**src/rtl/conv_ofmap_writer.sv**
```systemverilog
// Output feature-map writer: rescales/saturates accumulator words to Q8.8 and writes them raster-order to RAM.
// Optional fused ReLU when CONV_OFMAP_RELU_EN is defined.
module conv_ofmap_writer #(
    parameter int ACC_W      = 32,
    parameter int DAT_W      = 16,
    parameter int FRAC_SHIFT = 8,
    parameter int OUT_W      = 55,
    parameter int OUT_H      = 55,
    parameter int ADDR_W     = 16,
    parameter int BASE_ADDR  = 0
) (
    input  logic              i_clk,
    input  logic              i_rst_n,
    input  logic              i_start,
    input  logic [ACC_W-1:0]  i_acc,
    input  logic              i_acc_valid,
    output logic              o_mem_we,
    output logic [ADDR_W-1:0] o_mem_addr,
    output logic [DAT_W-1:0]  o_mem_wdata,
    output logic              o_busy,
    output logic              o_frame_done,
    output logic [15:0]       o_drop_cnt
);

    // state  | meaning
    // IDLE   | waiting for start, valids are dropped and counted
    // RUN    | accepting pixels, one write per valid, one cycle later
    // DONE   | last pixel write + frame_done pulse, valids dropped
    typedef enum logic [1:0] {S_IDLE, S_RUN, S_DONE} state_t;

    localparam int COL_W = (OUT_W > 1) ? $clog2(OUT_W) : 1;
    localparam int ROW_W = (OUT_H > 1) ? $clog2(OUT_H) : 1;
    localparam logic [COL_W-1:0]  LAST_COL = COL_W'(OUT_W - 1);
    localparam logic [ROW_W-1:0]  LAST_ROW = ROW_W'(OUT_H - 1);
    localparam logic [ADDR_W-1:0] BASE     = ADDR_W'(BASE_ADDR);

    localparam logic signed [ACC_W-1:0] SAT_MAX = {{(ACC_W-DAT_W+1){1'b0}}, {(DAT_W-1){1'b1}}};
    localparam logic signed [ACC_W-1:0] SAT_MIN = {{(ACC_W-DAT_W+1){1'b1}}, {(DAT_W-1){1'b0}}};

    state_t            state_q;
    logic [COL_W-1:0]  col_q;
    logic [ROW_W-1:0]  row_q;
    logic [ADDR_W-1:0] addr_q;
    logic              we_q;
    logic [ADDR_W-1:0] mem_addr_q;
    logic [DAT_W-1:0]  wdata_q;
    logic              busy_q;
    logic              done_q;
    logic [15:0]       drop_q;

    logic signed [ACC_W-1:0] shifted;
    logic [DAT_W-1:0]        sat;
    logic [DAT_W-1:0]        pix_d;
    logic                    drop_inc;

    assign shifted  = $signed(i_acc) >>> FRAC_SHIFT;
    assign drop_inc = i_acc_valid && (drop_q != 16'hFFFF);

    always_comb begin
        sat = shifted[DAT_W-1:0];
        if (shifted > SAT_MAX) begin
            sat = {1'b0, {(DAT_W-1){1'b1}}};
        end else if (shifted < SAT_MIN) begin
            sat = {1'b1, {(DAT_W-1){1'b0}}};
        end
    end

`ifdef CONV_OFMAP_RELU_EN
    assign pix_d = sat[DAT_W-1] ? '0 : sat;
`else
    assign pix_d = sat;
`endif

    always_ff @(posedge i_clk or negedge i_rst_n) begin
        if (!i_rst_n) begin
            state_q    <= S_IDLE;
            col_q      <= '0;
            row_q      <= '0;
            addr_q     <= '0;
            we_q       <= 1'b0;
            mem_addr_q <= '0;
            wdata_q    <= '0;
            busy_q     <= 1'b0;
            done_q     <= 1'b0;
            drop_q     <= '0;
        end else begin
            we_q   <= 1'b0;
            done_q <= 1'b0;
            case (state_q)
                S_IDLE: begin
                    if (drop_inc) drop_q <= drop_q + 16'd1;
                    if (i_start) begin
                        state_q <= S_RUN;
                        busy_q  <= 1'b1;
                        col_q   <= '0;
                        row_q   <= '0;
                        addr_q  <= BASE;
                    end
                end
                S_RUN: begin
                    if (i_acc_valid) begin
                        we_q       <= 1'b1;
                        mem_addr_q <= addr_q;
                        wdata_q    <= pix_d;
                        addr_q     <= addr_q + 1'b1;
                        if (col_q == LAST_COL) begin
                            col_q <= '0;
                            if (row_q == LAST_ROW) begin
                                // last pixel: its write lands in the DONE cycle with frame_done
                                row_q   <= '0;
                                state_q <= S_DONE;
                                busy_q  <= 1'b0;
                                done_q  <= 1'b1;
                            end else begin
                                row_q <= row_q + 1'b1;
                            end
                        end else begin
                            col_q <= col_q + 1'b1;
                        end
                    end
                end
                S_DONE: begin
                    if (drop_inc) drop_q <= drop_q + 16'd1;
                    state_q <= S_IDLE;
                end
                default: begin
                    state_q <= S_IDLE;
                    busy_q  <= 1'b0;
                end
            endcase
        end
    end

    assign o_mem_we     = we_q;
    assign o_mem_addr   = mem_addr_q;
    assign o_mem_wdata  = wdata_q;
    assign o_busy       = busy_q;
    assign o_frame_done = done_q;
    assign o_drop_cnt   = drop_q;

endmodule
```
**config.mk**
```make
export PLATFORM = sky130hd
export DESIGN_NAME = conv_ofmap_writer
export DESIGN_NICKNAME = d
export VERILOG_FILES = /design/src/rtl/conv_ofmap_writer.sv
export SDC_FILE = /design/constraint.sdc
export NUM_CORES = 1
export LEC_CHECK = 0
export CAP_MARGIN = 10
export CORE_MARGIN = 5
export CORE_UTILIZATION = 30
export DETAILED_ROUTE_END_ITERATION = 8
export PLACE_DENSITY = 0.62
export SLEW_MARGIN = 5
export SYNTH_ARGS = -nofsm -noshare
export SYNTH_HDL_FRONTEND = slang
export SYNTH_SLANG_ARGS = --single-unit
```
**constraint.sdc**
```tcl
create_clock -name i_clk -period 2.4 [get_ports i_clk]
set_clock_uncertainty 0.1 [all_clocks]
set_input_delay 0.36 -clock i_clk [delete_from_list [all_inputs] [get_ports i_clk]]
set_output_delay 0.36 -clock i_clk [all_outputs]
set_load 0.005 [all_outputs]
```
==> results.md <==
- Xor/xnor share of the synthesized area: 3.16%
- Synth async-reset ratio: 100%
- Rows: 41
- Root buf cell: clkbuf_16
- Data required, critical path: 2.52 ns
- Critical path class: reg2reg
- Clk_lat worst skew: 0.34 ns
- Initial detailed-routing violation count: 210
- Measured slew at the worst slew-check pin: 0.522 ns
- CP peak stage delay: 0.42 ns
- WL/cell: 14.5 um
- Largest family of logic cells by synthesized area: simple AND/OR/NAND/NOR gates
- Postcts setup bufs: 0
- Sink Count: 81
- CP cell instances: inv_1 -> ha_1 -> nand4b_4 -> or2_4 -> a21oi_2 -> mux2_2
- Overall via count from detail_route: 3193
- Syn_area_per_cell: 9.71 um^2
- Worst min path class: in2async
- H-tree depth: 3
- Most used routing layer: met2
- Initial Util: 30.7%
- Final Hold Viols: 0
- Layout cell share with drive strength beyond 1: 9.63%
- Outcome: completed
- CTS tree: done
- Area growth syn-to-layout: 34.5%
- Yosys warnings: 0
- Die Y: 124 um
- Yosys cell types: 54
- Max-slew violation count: 0
- Yosys top cell by area: dfrtp_1
- Yosys top cell area share: 52.2%
- Synth area leaders: dfrtp_1 (52%), nand2_1 (7.5%), o21ai_0 (3.7%), nor2_1 (3.2%), ha_1 (1.9%)
- Arr. time, crit path: 2.10 ns
- Reg2reg path depth: 6
- DRC errors left: 0
- Crit. Startpoint: col_q[0]$_DFFE_PN0P_
- Die footprint: 15300 um^2
- CTS Buffer Depth: 2
- Met2 GRT Util: 20.0%
- Post-synthesis register bit count: 81
- Critical path startpoint category: register
- Final nets: 526
- Tmin final: 1.98 ns
- Most common cell after layout, fill and taps aside: dfrtp_1
- Largest net degree at the start of global routing: 62
- Max VDD drop: 0.372 mV
- Post-synthesis mux area share: 2.19%
- Worst-path maximum fanout: 12
- Cts bufs inserted: 9
- Synth Area in Simple Gates: 23.0%
- Top_reg_cell synth: dfrtp_1
- Worst rel slew slack: 65.2%
- Port Buffers: 78
- Compound-cell area share of the yosys netlist: 13.6%
- Max Clk Rate: 0.505 GHz
- Syn_nets: 442
- Crit Reg-Reg Endpoint: row_q[1]$_DFFE_PN0P_
- Core region area: 12700 um^2
- Mapped Area: 3880 um^2
- Max Cap Viol: 0
- I/O pins: 87
- RR Startpoint: col_q[0]$_DFFE_PN0P_
- Power density cells: 809 nW/um^2
- Drt pass-1 iters: 4
- Reg clk slew, reported paths: 0.06 ns
- RSZ-0062 raised after global routing: no
- Hold_ws: 0.354 ns
- Vias in the first global route: 3109
- Gate Count Post-Synth: 400
- DRT antenna net count: 0
- # diodes: 0
- Final design utilization: 41.2%
- Initial antenna violation count: 0
- Gpl congestion: 0.808
- Adder-cell area share of the yosys netlist: 1.93%
- DP HPWL: 6820 um
- Worst Setup End Kind: register
- Period utilisation layout: 82.5%
- Total power: 4230 uW
- Number of synthesized flops with an enable pin: 0
- Flop-to-flop setup slack: 0.42 ns
- Die span in x: 124 um
- Final setup fails: 0
- Setup TNS: 0 ns
- Commonest cells after routing, fill and taps aside: dfrtp_1 (81), nand2_1 (78), clkdlybuf4s50_1 (77)
- Worst setup path endpoint: row_q[1]$_DFFE_PN0P_
- Met1 GRT Util: 17.7%
- Critical-path top delay cell: dfrtp_1
- Final WL: 9570 um
- Global Route met3 Usage: 3.59%
- Total track usage: 13.1%
- Total gr overflow: 0
- P_leak: 0.00228 uW
- Register area share after synthesis: 52.2%
- First-pass GRT wire length: 15600 um
- Vias per cell: 4.84
cell usage after synthesis (all sizes together) (3+ instances only):
cell type	number
clkbuf	12
nor3	7
nand2	78
xnor2	7
ha	6
o21ai	29
a31oi	8
a21oi	13
nand4	12
inv	13
a41oi	5
buf	7
a31o	3
nor4	8
nand3	13
a221o	3
a22o	3
nor3b	3
or2	5
a21o	3
nor2	34
nand2b	4
xor2	7
and3	3
a41o	3
mux2i	5
dfrtp	81
where the power goes:
part	internal, uW	leakage [uW]	total (uW)	switching [uW]
Combinational	477	0.00108	859	382
Sequential	1590	0.00105	1870	274
Clock	963	0.000158	1500	540
routing by layer:
layer / up-vias / wire length (um)
met5: - / 0
li1: 1588 / -
met2: 94 / 4160
met4: 0 / 95
met3: 8 / 855
met1: 1503 / 4460
per-stage QoR:
step / worst slack (ns) / instance area [um^2] / cells
2_1_floorplan: 0.507 / 3880 / 400
3_3_place_gp: 0.128 / 4880 / 643
3_5_place_dp: 0.0590 / 4880 / 643
4_1_cts: 0.415 / 5220 / 659
5_1_grt: 0.236 / 5230 / 660
6_report: 0.419 / 5230 / 660
state kept, by name, summed over array words and instances (netlist names):
| register | flops |
|---|---|
| addr_q | 16 |
| col_q | 6 |
| o_busy | 1 |
| o_drop_cnt | 16 |
| o_frame_done | 1 |
| o_mem_addr | 16 |
| o_mem_wdata | 16 |
| o_mem_we | 1 |
| row_q | 6 |
| state_q | 2 |
worst max-delay path, delay by kind of cell (launching register included):
family | cells | cell delay [ns]
muxes | 1 | 0.36
buffers and inverters | 1 | 0.11
DFF | 1 | 0.42
adders and majority gates | 1 | 0.19
and+or+nand+nor | 2 | 0.45
AOI/OAI and AO/OA | 1 | 0.23
timing repair:
| item | in CTS | in global routing |
|---|---|---|
| hold endpoints to repair | 20 | 0 |
| gates resized for setup | 0 | 0 |
| hold buffers | 1 | 0 |
kinds of logic (layout without fill, tap and decap cells):
kind of cell               count (synthesis)  in the layout
and+or+nand+nor                          179            179
DFF                                       81             81
AOI/OAI and AO/OA                         80             80
buffers and inverters                     33            121
xor gates and xnor gates                  14             14
muxes                                      7              7
adders and majority gates                  6              6
worst min-delay path by stage:
stage,endpoint,cells after the start
global route,o_drop_cnt[14]$_DFFE_PN0P_,2
CTS,o_drop_cnt[12]$_DFFE_PN0P_,2
floorplan,addr_q[0]$_DFFE_PN0P_,0
global placement,o_drop_cnt[14]$_DFFE_PN0P_,1
finish,o_drop_cnt[11]$_DFFE_PN0P_,2
detailed placement,o_drop_cnt[12]$_DFFE_PN0P_,1
area by class of cell:
cell class | instances | area, um^2
fillers | 1249 | 7440
clock buffers | 11 | 253
multi-input cells | 286 | 1700
inverters | 14 | 52.6
clock inverters | 4 | 76.3
flip-flops and latches | 81 | 2030
repair buffers | 92 | 898
well taps | 172 | 215
No activity file was read; power rests on OpenSTA's default activity.
